--- config.mk ---
export PLATFORM = sky130hd
export DESIGN_NAME = serial_adder
export DESIGN_NICKNAME = d
export VERILOG_FILES = /design/src/rtl/serial_adder_pkg.sv /design/src/rtl/serial_adder_digit_adder.sv /design/src/rtl/serial_adder.sv
export SDC_FILE = /design/constraint.sdc
export NUM_CORES = 1
export LEC_CHECK = 0
export ABC_AREA = 1
export CAP_MARGIN = 30
export CORE_MARGIN = 2
export CORE_UTILIZATION = 56
export CTS_CLUSTER_SIZE = 8
export DETAILED_ROUTE_END_ITERATION = 10
export PLACE_DENSITY = 0.92
export SKIP_CTS_REPAIR_TIMING = 1
export SLEW_MARGIN = 30
export SYNTH_ARGS = -nofsm -noshare
export SYNTH_HDL_FRONTEND = slang
export SYNTH_SLANG_ARGS = --single-unit
--- constraint.sdc ---
create_clock -name clk -period 5.5 [get_ports clk]
set_input_delay 0.825 -clock clk [delete_from_list [all_inputs] [get_ports clk]]
set_output_delay 0.825 -clock clk [all_outputs]
set_load 0.01 [all_outputs]
--- src/rtl/serial_adder_pkg.sv ---
// Shared types and elaboration helpers for the digit-serial adder/subtractor.
package serial_adder_pkg;

  typedef enum logic [1:0] {
    IDLE = 2'd0,
    RUN  = 2'd1,
    DONE = 2'd2
  } state_t;

  function automatic int calc_ndig(input int width, input int digit);
    return width / digit;
  endfunction

  function automatic int calc_cnt_w(input int ndig);
    return (ndig <= 1) ? 1 : $clog2(ndig);
  endfunction

  function automatic bit width_ok(input int width, input int digit);
    return (digit >= 1) && (digit <= width) && ((width % digit) == 0);
  endfunction

endpackage

--- src/rtl/serial_adder_digit_adder.sv ---
// Combinational DIGIT-bit ripple-carry slice; the only carry chain in the adder.
module digit_adder #(
  parameter int DIGIT = 4
) (
  input  logic [DIGIT-1:0] a,
  input  logic [DIGIT-1:0] b,
  input  logic             cin,
  output logic [DIGIT-1:0] sum,
  output logic             cout
);

  logic w_c;

  always_comb begin
    sum = '0;
    w_c = cin;
    for (int i = 0; i < DIGIT; i++) begin
      sum[i] = a[i] ^ b[i] ^ w_c;
      w_c    = (a[i] & b[i]) | (w_c & (a[i] ^ b[i]));
    end
    cout = w_c;
  end

endmodule

--- src/rtl/serial_adder.sv ---
// Digit-serial adder/subtractor: operands shift through one DIGIT-bit slice,
// LSB digit first, and the finished result is published in output registers.
//   state | meaning
//   IDLE  | waiting for operands, in_ready high
//   RUN   | one digit per cycle through the ripple slice
//   DONE  | result held until out_ready
module serial_adder
  import serial_adder_pkg::*;
#(
  parameter int WIDTH = 16,
  parameter int DIGIT = 4
) (
  input  logic             clk,
  input  logic             rst,
  input  logic             in_valid,
  output logic             in_ready,
  input  logic [WIDTH-1:0] a,
  input  logic [WIDTH-1:0] b,
  input  logic             cin,
  input  logic             sub,
  output logic             out_valid,
  input  logic             out_ready,
  output logic [WIDTH-1:0] sum,
  output logic             cout,
  output logic             ovf
);

  localparam int NDIG  = calc_ndig(WIDTH, DIGIT);
  localparam int CNT_W = calc_cnt_w(NDIG);

  if (!width_ok(WIDTH, DIGIT)) begin : g_bad_params
    $error("serial_adder: WIDTH must be a positive multiple of DIGIT");
  end

  state_t             r_state;
  logic [WIDTH-1:0]   r_op_a;
  logic [WIDTH-1:0]   r_op_b;
  logic [WIDTH-1:0]   r_shift;
  logic               r_carry;
  logic [CNT_W-1:0]   r_cnt;
  logic [WIDTH-1:0]   r_sum;
  logic               r_cout;
  logic               r_ovf;
  logic               r_out_valid;

  logic [DIGIT-1:0]   w_dsum;
  logic               w_dcout;
  logic [WIDTH-1:0]   w_shift_next;
  logic               w_last;

  digit_adder #(.DIGIT(DIGIT)) u_digit (
    .a    (r_op_a[DIGIT-1:0]),
    .b    (r_op_b[DIGIT-1:0]),
    .cin  (r_carry),
    .sum  (w_dsum),
    .cout (w_dcout)
  );

  // New digit enters at the top so the LSB digit lands at bit 0 after NDIG shifts.
  if (NDIG == 1) begin : g_single
    assign w_shift_next = w_dsum;
  end else begin : g_multi
    assign w_shift_next = {w_dsum, r_shift[WIDTH-1:DIGIT]};
  end

  assign w_last    = (r_cnt == CNT_W'(NDIG - 1));
  assign in_ready  = (r_state == IDLE);
  assign out_valid = r_out_valid;
  assign sum       = r_sum;
  assign cout      = r_cout;
  assign ovf       = r_ovf;

  always_ff @(posedge clk or posedge rst) begin
    if (rst) begin
      r_state     <= IDLE;
      r_op_a      <= '0;
      r_op_b      <= '0;
      r_shift     <= '0;
      r_carry     <= 1'b0;
      r_cnt       <= '0;
      r_sum       <= '0;
      r_cout      <= 1'b0;
      r_ovf       <= 1'b0;
      r_out_valid <= 1'b0;
    end else begin
      case (r_state)
        IDLE: begin
          if (in_valid) begin
            r_op_a  <= a;
            r_op_b  <= sub ? ~b : b;
            r_carry <= sub ? 1'b1 : cin;
            r_cnt   <= '0;
            r_state <= RUN;
          end
        end
        RUN: begin
          r_op_a  <= r_op_a >> DIGIT;
          r_op_b  <= r_op_b >> DIGIT;
          r_shift <= w_shift_next;
          r_carry <= w_dcout;
          r_cnt   <= r_cnt + CNT_W'(1);
          if (w_last) begin
            // On the last digit the low slice of each operand holds its original MSB.
            r_sum       <= w_shift_next;
            r_cout      <= w_dcout;
            r_ovf       <= (r_op_a[DIGIT-1] == r_op_b[DIGIT-1]) &&
                           (w_dsum[DIGIT-1] != r_op_a[DIGIT-1]);
            r_out_valid <= 1'b1;
            r_state     <= DONE;
          end
        end
        DONE: begin
          if (out_ready) begin
            r_out_valid <= 1'b0;
            r_state     <= IDLE;
          end
        end
        default: r_state <= IDLE;
      endcase
    end
  end

endmodule

==> flow_summary.yaml <==
route:
  initialDrtViolationCount: 149
  antenna_left: 0
  drc: 0
  dr.pass1.iters: 4
  vias_per_cell: 5.271
  wl_mm: 6.360
  vias: 2646
  routedWlPerCell_um: 12.67
die:
  start_util_pct: 57.99
  die_w_um: 79.75
  ios: 58
  core_um2: 5540
  die_area_um2: 6359
  core.rowCount: 27
  die_y_um: 79.75
timing:
  fmax_mhz: 413.2
  period_needed_ns: 2.420
  tightest_slew_ns: 0.8243
  setup_viol: 0
  hold_viol_final: 0
  rsz0062_at_grt: "no"
  setup_tns_ns: 0
  slew_headroom_pct: 45.05
  drv_slew: 0
  period_share_pct: 44.00
  fin_skew_ns: 0.004360
critical_path:
  cp_data_arrival_time_ns: 1.59
  crit_path_cell_trace: "nor2_4 > clkdlybuf4s50_1"
  crit_fanout: 6
  endpoint: "in_ready"
  crit_start: "r_state[0]"
  r2r_end: "ovf"
  cpPeakStageDelay_ns: 0.57
  r2r_cells: 11
  crit_path_top_delay_cell: "clkdlybuf4s50_1"
  rrSetupSlack_ns: 3.09
  cp-start-kind: "register"
  r2r_start: "r_op_a[0]"
  required_ns: 4.68
  critPathKind: "reg -> out"
  endpoint_kind: "output pin"
cts:
  cts_max_level: 3
  cts_root_buf: "clkbuf_8"
  cts_buffer_depth: 2
  cts_buffers: 9
  path_clk_slew_ns: 0.07
  cts_tree: "yes"
  clock_latency_ns: 0.33
  cts.sinks: 68
logic_synthesis:
  synth_area_leader_cell: "dfrtp_1"
  yosysSeqAreaShare_pct: 52.96
  netlist_area_um2: 3213
  ys_ff_latch: 68
  netlist_top_cells_area: "dfrtp_1 53%, nand2_1 16%, nand3_1 10%, inv_1 3.9%, o21ai_2 3.5%"
  syn-instance-count: 376
  ys_warn_count: 0
  syn_nets: 420
  syn_avg_cell_area_um2: 8.545
  yosysUniqueCellTypes: 19
  synth_top_area_share_pct: 52.96
final_layout:
  final_common_cell: "nand2_1"
  drive_gt1_share_pct: 8.372
  finalInstanceArea_um2: 3934
  fillers: 436
  area_growth_syn_to_layout_pct: 22.43
  fin_nets: 470
  final_cell_mix: "136 x nand2_1, 68 x dfrtp_1, 66 x nand3_1"
  diodes: 0
grt:
  antenna_found_initial: 0
  grt_pass1_wl_mm: 10.69
  overflow: 0
  grt_max_degree: 69
  track_usage_pct: 21.76
  grt_pass1_vias: 2442
pwr:
  vdd_drop_max_mv: 0.2699
  powerDensity_nw_per_um2: 522.7
  leakage_nw: 1.951
min_path:
  hold_class: "reg -> reg"
run:
  max-cap-violations: 0
placed_design:
  hpwl_mm: 4.342
  portBuffers: 57
  placed_area_um2: 3760
  gp_congestion: 0.8230
run_status:
  status: "completed"
## layout make-up
class                           count  area, um^2  share of cell area [%]
Clock inverter                      2       10.01                  0.2545
Timing Repair Buffer               58       578.1                   14.69
Inverter                           36       135.1                   3.435
Multi-Input combinational cell    253        1260                   32.03
Sequential cell                    68        1702                   43.26
Clock buffer                       13       158.9                   4.039
Tap cell                           72       90.09                   2.290
## worst min path at each step
stage	depth (start not counted)	endpoint	slack, ns	from
floorplan	2	sum[0]	0.44	r_shift[4]
global placement	2	sum[0]	0.45	r_shift[4]
finish	2	sum[3]	0.47	r_shift[7]
global route	2	r_shift[13]	0.51	r_shift[13]
detailed placement	2	sum[3]	0.46	r_shift[7]
CTS	2	sum[3]	0.48	r_shift[7]
## Yosys cell counts, drive strengths merged
library cell	n
a21oi	2
buf	19
dfrtp	68
fa	4
ha	2
inv	36
nand2	139
nand3	66
nor2	5
o21ai	30
o31ai	1
xnor2	4
## routing by layer
layer  track usage [%]  wire length (um)  vias up
li1                  -                 -     1285
met1             28.41              2659     1263
met2             34.87              3234       83
met3             6.109               337       15
met4             8.136               127        0
met5                 0                 0        -
## through the flow
step / utilization [%] / hold slack, ns / setup slack [ns] / instances / power (mW)
after floorplan: - / 0.4422 / 2.963 / 376 / 1.450
after global placement: 67.86 / 0.4530 / 3.070 / 487 / 1.663
after detailed placement: 67.86 / 0.4623 / 2.981 / 487 / 1.711
after CTS: 70.91 / 0.4804 / 3.081 / 502 / 2.071
after global routing: 71.00 / 0.5057 / 2.962 / 502 / 2.223
final: 71.00 / 0.4750 / 3.080 / 502 / 2.056
## report_power, final
group	internal, mW	total, mW	switching, mW
registers	0.713	0.846	0.133
logic	0.346	0.856	0.510
clock network	0.185	0.354	0.170
total	1.24	2.06	0.812
## flip-flops by register name, indices dropped and copies added (netlist names), 2 cells and up
register / cells
r_shift: 12
r_cnt: 2
r_op_b: 16
sum: 16
r_op_a: 16
r_state: 2
## critical path: cells and delay by family, from the launching register on
kind                   cells  cell delay (ns)
and+or+nand+nor            1             0.22
DFF                        1             0.47
buffers and inverters      1             0.57
## cell families (layout without fill, tap and decap cells)
group	count (synthesis)	count (layout)	share of synthesized area, %
XOR/XNOR	4	4	1.090
flip-flops	68	68	52.96
adder cells (fa/ha/maj)	6	6	3.271
buffers and inverters	55	109	7.983
AO/OA/AOI/OAI	33	33	6.737
AND/OR/NAND/NOR	210	210	27.96
No activity file was read; power rests on OpenSTA's default activity.
